$ cat src/rtl/sequencer_pkg.sv
// Shared constants for the sequencer front panel and loop controller:
// index ranges, step count and the button ordering inside the debounce bank.
package sequencer_pkg;

  localparam int STEPS            = 8;
  localparam int TEMPO_MAX        = 7;
  localparam int PITCH_MAX        = 15;
  localparam int TEMPO_W          = 3;
  localparam int PITCH_W          = 4;
  localparam int DEBOUNCE_DEFAULT = 1000000;  // 20 ms at 50 MHz
  localparam int CNT_W_DEFAULT    = 20;

  // Bit positions of the control buttons in the debounce bank; steps sit above.
  localparam int BTN_CLEAR    = 0;
  localparam int BTN_PITCH_DN = 1;
  localparam int BTN_PITCH_UP = 2;
  localparam int BTN_TEMPO_DN = 3;
  localparam int BTN_TEMPO_UP = 4;
  localparam int BTN_STEP_LSB = 5;
  localparam int N_BTN        = BTN_STEP_LSB + STEPS;

endpackage

$ cat src/rtl/sequencer_pattern_editor_debounce_cell.sv
// One button input: two-flop synchroniser, hold-time debounce counter and
// a one-clock press pulse on each accepted rising level.
module debounce_cell #(
  parameter int DEBOUNCE_CYCLES = 1000000,
  parameter int CNT_W           = 20
) (
  input  logic clk,
  input  logic rst,
  input  logic din,
  output logic level,
  output logic press
);

  logic             sync_p0;
  logic             sync_p1;
  logic             deb;
  logic             deb_q;
  logic [CNT_W-1:0] cnt;

  always_ff @(posedge clk or negedge rst) begin
    if (!rst) begin
      sync_p0 <= 1'b0;
      sync_p1 <= 1'b0;
      deb     <= 1'b0;
      deb_q   <= 1'b0;
      cnt     <= '0;
    end else begin
      sync_p0 <= din;
      sync_p1 <= sync_p0;
      deb_q   <= deb;
      // Any return to the accepted level restarts the hold count.
      if (sync_p1 == deb) begin
        cnt <= '0;
      end else if (cnt == CNT_W'(DEBOUNCE_CYCLES - 1)) begin
        deb <= sync_p1;
        cnt <= '0;
      end else begin
        cnt <= cnt + 1'b1;
      end
    end
  end

  assign level = deb;
  assign press = deb & ~deb_q;

endmodule

$ cat src/rtl/sequencer_pattern_editor.sv
// Front-panel editor: debounces 13 buttons into an 8-step toggle pattern,
// a saturating tempo index and a saturating pitch index.
module sequencer_pattern_editor
  import sequencer_pkg::*;
#(
  parameter int DEBOUNCE_CYCLES = DEBOUNCE_DEFAULT,
  parameter int CNT_W           = CNT_W_DEFAULT,
  parameter int PITCH_RESET     = 12,
  parameter int TEMPO_RESET     = 0
) (
  input  logic               clk,
  input  logic               rst,
  input  logic [STEPS-1:0]   btn_step,
  input  logic               btn_tempo_up,
  input  logic               btn_tempo_dn,
  input  logic               btn_pitch_up,
  input  logic               btn_pitch_dn,
  input  logic               btn_clear,
  output logic [STEPS-1:0]   pattern,
  output logic [TEMPO_W-1:0] tempo_idx,
  output logic [PITCH_W-1:0] pitch_idx,
  output logic               pattern_chg
);

  function automatic logic [3:0] sat_idx(input logic [3:0] cur, input logic [3:0] max,
                                         input logic up, input logic dn);
    logic [3:0] r;
    r = cur;
    if (up && !dn && cur != max) r = cur + 4'd1;
    else if (dn && !up && cur != 4'd0) r = cur - 4'd1;
    return r;
  endfunction

  logic [N_BTN-1:0]   raw;
  logic [N_BTN-1:0]   level;
  logic [N_BTN-1:0]   press;
  logic [STEPS-1:0]   step_press;
  logic [STEPS-1:0]   pattern_nxt;
  logic [3:0]         tempo_sat;
  logic [3:0]         pitch_sat;

  assign raw = {btn_step, btn_tempo_up, btn_tempo_dn, btn_pitch_up, btn_pitch_dn, btn_clear};

  for (genvar i = 0; i < N_BTN; i++) begin : g_db
    debounce_cell #(
      .DEBOUNCE_CYCLES(DEBOUNCE_CYCLES),
      .CNT_W          (CNT_W)
    ) u_db (
      .clk  (clk),
      .rst  (rst),
      .din  (raw[i]),
      .level(level[i]),
      .press(press[i])
    );
  end

  assign step_press = press[BTN_STEP_LSB +: STEPS];

  always_comb begin
    pattern_nxt = pattern ^ step_press;
    // Clear wins over any step toggles landing on the same cycle.
    if (press[BTN_CLEAR]) pattern_nxt = '0;
    tempo_sat = sat_idx({1'b0, tempo_idx}, 4'(TEMPO_MAX),
                        press[BTN_TEMPO_UP], press[BTN_TEMPO_DN]);
    pitch_sat = sat_idx(pitch_idx, 4'(PITCH_MAX),
                        press[BTN_PITCH_UP], press[BTN_PITCH_DN]);
  end

  always_ff @(posedge clk or negedge rst) begin
    if (!rst) begin
      pattern     <= '0;
      tempo_idx   <= TEMPO_W'(TEMPO_RESET);
      pitch_idx   <= PITCH_W'(PITCH_RESET);
      pattern_chg <= 1'b0;
    end else begin
      pattern     <= pattern_nxt;
      pattern_chg <= (pattern_nxt != pattern);
      tempo_idx   <= tempo_sat[TEMPO_W-1:0];
      pitch_idx   <= pitch_sat;
    end
  end

endmodule

$ cat config.mk
export PLATFORM = sky130hd
export DESIGN_NAME = sequencer_pattern_editor
export DESIGN_NICKNAME = d
export VERILOG_FILES = /design/src/rtl/sequencer_pkg.sv /design/src/rtl/sequencer_pattern_editor_debounce_cell.sv /design/src/rtl/sequencer_pattern_editor.sv
export SDC_FILE = /design/constraint.sdc
export NUM_CORES = 1
export LEC_CHECK = 0
export ABC_AREA = 1
export CAP_MARGIN = 10
export CORE_MARGIN = 2
export CORE_UTILIZATION = 50
export CTS_CLUSTER_DIAMETER = 150
export DETAILED_ROUTE_END_ITERATION = 10
export DONT_BUFFER_PORTS = 1
export GPL_ROUTABILITY_DRIVEN = 0
export SYNTH_ARGS = -nofsm -noshare
export SYNTH_HDL_FRONTEND = slang
export SYNTH_SLANG_ARGS = --single-unit
$ cat constraint.sdc
create_clock -name clk -period 2.3 [get_ports clk]
set_input_delay 0.23 -clock clk [delete_from_list [all_inputs] [get_ports clk]]
set_output_delay 0.23 -clock clk [all_outputs]
set_load 0.1 [all_outputs]
==> flow_metrics.env, run 1 <==
export IMPL_run_status="finished with violations"
export IMPL_violations="hold timing"
export IMPL_max_slew_worst_pin_slew_ps=865
export IMPL_required_ps=2760
export IMPL_swShare_pct=21.6
export IMPL_syn_area_um2=17200
export IMPL_h_tree_depth=2
export IMPL_dp_hpwl_um=23700
export IMPL_synth_edf_count=0
export IMPL_r2r_slack_ps=520
export IMPL_synth_xor_area_share_pct=7.09
export IMPL_yosysTopAreaCellShare_pct=47.4
export IMPL_root_buffer="clkbuf_16"
export IMPL_clockBufferDepth=3
export IMPL_worstReg2RegEnd="pitch_idx[3]"
export IMPL_slew_headroom_pct=42.4
export IMPL_numCtsBuffers=40
export IMPL_synthSimpleGateAreaFrac_pct=34.5
export IMPL_n_fill_cell=3159
export IMPL_pwr_density_cell_nw_per_um2=636
export IMPL_yosysWarnings=0
export IMPL_finalSetupViolations=0
export IMPL_num_vias=13581
export IMPL_synth_seq_cells=328
export IMPL_drc=0
export IMPL_antennaDiodeCount=0
export IMPL_dpl_cell_area_um2=17900
export IMPL_clock_sinks=328
export IMPL_synth_cells=2179
export IMPL_clkPwrFrac_pct=49.7
export IMPL_stdcell_area_um2=19300
export IMPL_synthTopCellsByCount="nor2_1 (481), nand2_1 (404), dfrtp_1 (326)"
export IMPL_drt_vias_per_instance=4.98
export IMPL_core_um2=33700
export IMPL_routed_wl_um=34000
export IMPL_grt_max_degree=329
export IMPL_worstReg2RegStart="pitch_idx[2]"
export IMPL_grt_pass1_vias=13156
export IMPL_grt_setup_unrepaired="no"
export IMPL_die_h_um=190
export IMPL_synth_cell_type_count=37
export IMPL_postCtsSetupBuffers=0
export IMPL_initial_core_util_pct=51.1
export IMPL_gr_total_overflow=0
export IMPL_leakage_uw=0.00848
export IMPL_synth_top_cell_by_area="dfrtp_1"
export IMPL_fin_worst_skew_ps=15.2
export IMPL_drtIter0Drc=653
export IMPL_num_io_pins=31
export IMPL_reg2reg_depth=8
export IMPL_fmax_mhz=561
export IMPL_synth_compound_area_share_pct=3.45
export IMPL_ys_async_sr_fraction_pct=100
export IMPL_p_sw_uw=2650
export IMPL_cts_clk_slew_worst_paths_ps=60
export IMPL_synth_nets=2211
export IMPL_ant_nets=0
export IMPL_grt_pass1_wl_um=60300
export IMPL_hold_buffers=13
export IMPL_p_int_uw=9630
export IMPL_hold_class="input port to asynchronous set/reset pin"
export IMPL_drv_cap=0
export IMPL_cts_tree="yes"
export IMPL_antenna_found_initial=0
export IMPL_path_max_fanout=3
export IMPL_yosysMostFrequentCell="nor2_1"
export IMPL_share_comb_of_total_power_pct=2.1
export IMPL_ys_seq_area_share_pct=47.7
export IMPL_grt_use_total_pct=19.8
export IMPL_portBuffers=0
export IMPL_syn_area_per_cell_um2=7.91
export IMPL_start_kind="flip-flop"
export IMPL_rows=67
export IMPL_nets=2279
export IMPL_die_area_um2=36000
export IMPL_synth_area_top_cells="dfrtp_1 (47%), nor2_1 (10%), nand2_1 (8.8%), nand3_1 (6.8%), inv_1 (5.5%)"
export IMPL_ir_worst_vdd_uv=637
export IMPL_worstSetupPathType="flip-flop to flip-flop"
export IMPL_synth_top_family_by_area="simple AND/OR/NAND/NOR gates"
export IMPL_multi_input_area_um2=7980
export IMPL_fin_tns_setup_ps=0
export IMPL_layout_drive_gt1_share_pct=9.22
export IMPL_fin_hold_ws_ps=-618
export IMPL_fin_crit_ps=1780
export IMPL_final_util_pct=57.3
export IMPL_cp_arrival_ps=2240
export IMPL_drv_slew=0
export IMPL_finalCritPeriodShare_pct=77.5
export IMPL_clock_latency_ps=540
export IMPL_cts_resized=0
export IMPL_area_growth_pct=12.0
export IMPL_pwr_share_seq_pct=48.2
export IMPL_register_area_um2=8210
export IMPL_end_kind="flip-flop"
export IMPL_critPathLaunch="pitch_idx[2]"
export IMPL_die_width_um=190
export IMPL_synth_mux_area_share_pct=0
export IMPL_dr_pass1_iters=5
export IMPL_yosys_area_share_adder_pct=1.32
export IMPL_synth_ff_type="dfrtp_1"
export IMPL_hold_violations=328
export IMPL_routedWlPerCell_um=12.5
## worst max-delay path: stages (launching register included)
cell and delay (ps):
dfstp_2 520, buf_4 290, ha_1 320, nand2_1 80
nand2_1 50, o21ai_0 230, nand2_1 90, nand2_1 60
nand2_1 50
## sequential cells by signal (all words and copies together), names as in the netlist
register and cells:
pitch_idx 4, g_db.u_db.cnt 260, g_db.u_db.sync_p1 13, pattern 8, g_db.u_db.deb_q 13, g_db.u_db.level 13
tempo_idx 3, g_db.u_db.sync_p0 13, pattern_chg 1
## cells in the final DEF, fill, tap and decap left out, types with 3 or more instances in the layout
cell	count
a211oi_1	3
nor2_4	15
nor3_1	40
clkinv_2	7
a31oi_1	3
inv_1	253
clkbuf_16	41
buf_4	15
o21ai_1	10
dlygate4sd3_1	13
nand3b_1	8
o21bai_1	7
ha_1	15
inv_2	20
nand4_1	36
nand3_2	19
nand2_2	21
nor3b_1	5
nand3_4	4
dfrtp_1	326
o21ai_0	33
clkbuf_1	13
clkbuf_8	5
nor3_2	5
nand2_1	404
xnor2_1	28
nor2_1	481
nand3_1	235
xor2_1	91
a21oi_1	57
clkinvlp_4	3
xor2_2	11
nor2_2	32
## how the worst max path moves through the flow
stage | slack (ps) | cells after the start | end
6_report | 520 | 8 | pitch_idx[3]
5_1_grt | 370 | 11 | pitch_idx[3]
4_1_cts | 530 | 8 | pitch_idx[3]
3_5_place_dp | 550 | 8 | pitch_idx[3]
3_3_place_gp | 560 | 8 | pitch_idx[3]
2_1_floorplan | 130 | 9 | pitch_idx[3]
## stage by stage
step           total power [uW]  instances  setup WS [ps]
5_1_grt                   12800       2726            366
2_1_floorplan              6190       2179            131
4_1_cts                   12500       2726            530
6_report                  12300       2726            518
3_5_place_dp               6260       2640            550
3_3_place_gp               6250       2640            559
## power groups by stage
stage	clock network [uW]	logic, uW	registers, uW
detailed placement	0	243	6020
floorplan	0	191	6000
global placement	0	238	6010
global route	6570	300	5920
finish	6100	256	5920
CTS	6310	262	5920
## logic make-up after synthesis
kind of cell,count (synthesis)
AO/OA/AOI/OAI,113
adder cells (fa/ha/maj),17
flip-flops,328
XOR/XNOR,130
AND/OR/NAND/NOR,1316
buffers and inverters,275
## cell type report
type / count / share of cell area, %
Sequential cell: 328 / 42.5
Clock inverter: 14 / 0.700
Inverter: 273 / 5.31
Clock buffer: 59 / 5.93
Tap cell: 448 / 2.90
Multi-Input combinational cell: 1576 / 41.4
Timing Repair Buffer: 28 / 1.26
## metal layers
| layer | GRT usage (%) | up-vias | part of all wire (%) |
|---|---|---|---|
| met2 | 32.2 | 180 | 45 |
| met5 | 0 | - | 0 |
| li1 | - | 7029 | - |
| met1 | 27.7 | 6328 | 49 |
| met4 | 5.16 | 0 | 1.8 |
| met3 | 3.43 | 44 | 3.9 |
No activity file was read; power rests on OpenSTA's default activity.
==> run 2, diff against run 1 <==
PLACE_DENSITY = 0.68   (was default)
clock period = 1.6 ns   (was 2.3 ns; I/O delays follow)
==> flow_metrics.env, run 2 (same netlist as run 1, synthesis figures left out) <==
export IMPL_routed_wl_um=34100
export IMPL_routedWlPerCell_um=12.4
export IMPL_worstReg2RegEnd="pitch_idx[3]"
export IMPL_fmax_mhz=605
export IMPL_hold_class="input port to asynchronous set/reset pin"
export IMPL_gr_total_overflow=0
export IMPL_path_max_fanout=4
export IMPL_violations="hold timing, setup timing"
export IMPL_clkPwrFrac_pct=50.5
export IMPL_drv_cap=0
export IMPL_hold_buffers=13
export IMPL_worstReg2RegStart="pitch_idx[3]"
export IMPL_final_common_cell="nor2_1"
export IMPL_pwr_share_seq_pct=47.2
export IMPL_clock_sinks=328
export IMPL_slew_headroom_pct=66.7
export IMPL_cts_tree="yes"
export IMPL_mostFrequentLayoutCells="nor2_1 (473), nand2_1 (398), dfrtp_1 (321)"
export IMPL_drt_vias_per_instance=5.03
export IMPL_clockBufferDepth=3
export IMPL_core_um2=33700
export IMPL_antenna_found_initial=0
export IMPL_largest_reg_flops=260
export IMPL_run_status="finished with violations"
export IMPL_hold_violations=328
export IMPL_nets=2306
export IMPL_grt_pass1_wl_um=60700
export IMPL_antennaDiodeCount=0
export IMPL_leakage_uw=0.00866
export IMPL_cp_endpoint="pitch_idx[3]"
export IMPL_finalCritPeriodShare_pct=103
export IMPL_r2r_slack_ps=-50
export IMPL_rows=67
export IMPL_fin_worst_skew_ps=14.6
export IMPL_fin_hold_ws_ps=-665
export IMPL_drtIter0Drc=845
export IMPL_die_h_um=190
export IMPL_drc=0
export IMPL_cts_clk_slew_worst_paths_ps=60
export IMPL_portBuffers=0
export IMPL_p_sw_uw=3690
export IMPL_drv_slew=0
export IMPL_num_vias=13834
export IMPL_clock_latency_ps=530
export IMPL_max_slew_worst_pin_slew_ps=500
export IMPL_reg2reg_depth=10
export IMPL_end_kind="flip-flop"
export IMPL_cp_arrival_ps=2130
export IMPL_finalSetupViolations=2
export IMPL_swShare_pct=20.5
export IMPL_critPathLaunch="pitch_idx[3]"
export IMPL_dr_pass1_iters=7
export IMPL_root_buffer="clkbuf_16"
export IMPL_share_comb_of_total_power_pct=2.3
export IMPL_worstSetupPathType="flip-flop to flip-flop"
export IMPL_die_area_um2=36000
export IMPL_totalPowerFinal_uw=18000
export IMPL_ir_worst_vdd_uv=881
export IMPL_grt_setup_unrepaired="yes"
export IMPL_num_io_pins=31
export IMPL_area_growth_pct=15.2
export IMPL_ant_nets=0
export IMPL_die_width_um=190
export IMPL_start_kind="flip-flop"
export IMPL_grt_max_degree=329
export IMPL_p_int_uw=14300
export IMPL_dp_hpwl_um=23800
export IMPL_worst_slack_ps=-53.0
export IMPL_grt_pass1_vias=13661
export IMPL_initial_core_util_pct=51.1
export IMPL_grt_use_total_pct=19.8
export IMPL_numCtsBuffers=38
export IMPL_fin_crit_ps=1650
export IMPL_h_tree_depth=2
export IMPL_top_register="g_db.u_db.cnt"
export IMPL_layout_drive_gt1_share_pct=11.9
export IMPL_required_ps=2070
export IMPL_pwr_density_cell_nw_per_um2=907
export IMPL_n_fill_cell=3018
## run 2: cell types whose count changed in the layout (fill, tap and decap cells not counted), sizes merged
cell      previous run  this run
buf                 15        44
bufinv               2         4
clkinvlp             3         2
clkbuf              59        58
inv                275       273
clkinv               7         4
## run 2: timing repair
| item | CTS | global route |
|---|---|---|
| endpoints found under the hold margin | 341 | 328 |
| setup endpoints to repair | 7 | 100 |
| buffers inserted | 1 | 8 |
| resized for setup | 11 | 39 |
| pin swaps | 11 | 10 |
## run 2: how the worst min path moves through the flow
stage	to	slack, ps	cells past startpoint
finish	g_db[8].u_db.cnt[0]	-660	0
global route	g_db[8].u_db.cnt[0]	-690	0
floorplan	g_db[0].u_db.cnt[0]	-140	0
CTS	g_db[7].u_db.cnt[3]	-690	0
detailed placement	g_db[8].u_db.cnt[8]	-120	0
global placement	g_db[8].u_db.cnt[8]	-110	0
## run 2: power by group through the flow
stage | clock [uW] | combinational, uW | sequential (uW)
finish | 9080 | 418 | 8500
global route | 9700 | 482 | 8510
CTS | 9380 | 396 | 8500
detailed placement | 0 | 371 | 8650
global placement | 0 | 358 | 8640
floorplan | 0 | 275 | 8630
## run 2: stage by stage
stage / util, % / TNS, ps / cells / instance area, um^2 / worst slack [ps]
floorplan: - / -401 / 2179 / 17300 / -203
global placement: 53.7 / 0 / 2660 / 18100 / 10.1
detailed placement: 53.7 / -84.2 / 2660 / 18100 / -47.0
CTS: 58.2 / -101 / 2742 / 19600 / -57.8
global route: 58.9 / -387 / 2750 / 19800 / -153
finish: 58.9 / -77.7 / 2750 / 19800 / -53.0
## run 2: area by class of cell
| cell class | count | area [um^2] | share of cell area, % |
|---|---|---|---|
| well taps | 448 | 561 | 2.83 |
| inverters | 273 | 1020 | 5.16 |
| multi-input cells | 1576 | 8210 | 41.4 |
| repair buffers | 57 | 477 | 2.40 |
| clock buffers | 58 | 1180 | 5.95 |
| clock inverters | 10 | 159 | 0.801 |
| flip-flops and latches | 328 | 8230 | 41.5 |
## run 2: critical path: stages (launching register included)
cell and delay [ps]:
dfstp_4 610, nand4_1 120, nand2_2 160, ha_4 240
nand2_2 60, nand2_2 60, nor2_1 90, nand2_1 70
nand2_1 70, nand2_1 50, nand2_1 70
## run 2: per-layer routing
| layer | part of all wire [%] | GRT usage, % | wire (um) | vias to the layer above |
|---|---|---|---|---|
| met4 | 1.9 | 5.81 | 646 | 0 |
| met3 | 3.6 | 3.21 | 1250 | 59 |
| li1 | - | - | - | 7066 |
| met2 | 47 | 33.6 | 16100 | 237 |
| met1 | 47 | 26.4 | 16100 | 6472 |
| met5 | 0 | 0 | 0 | - |
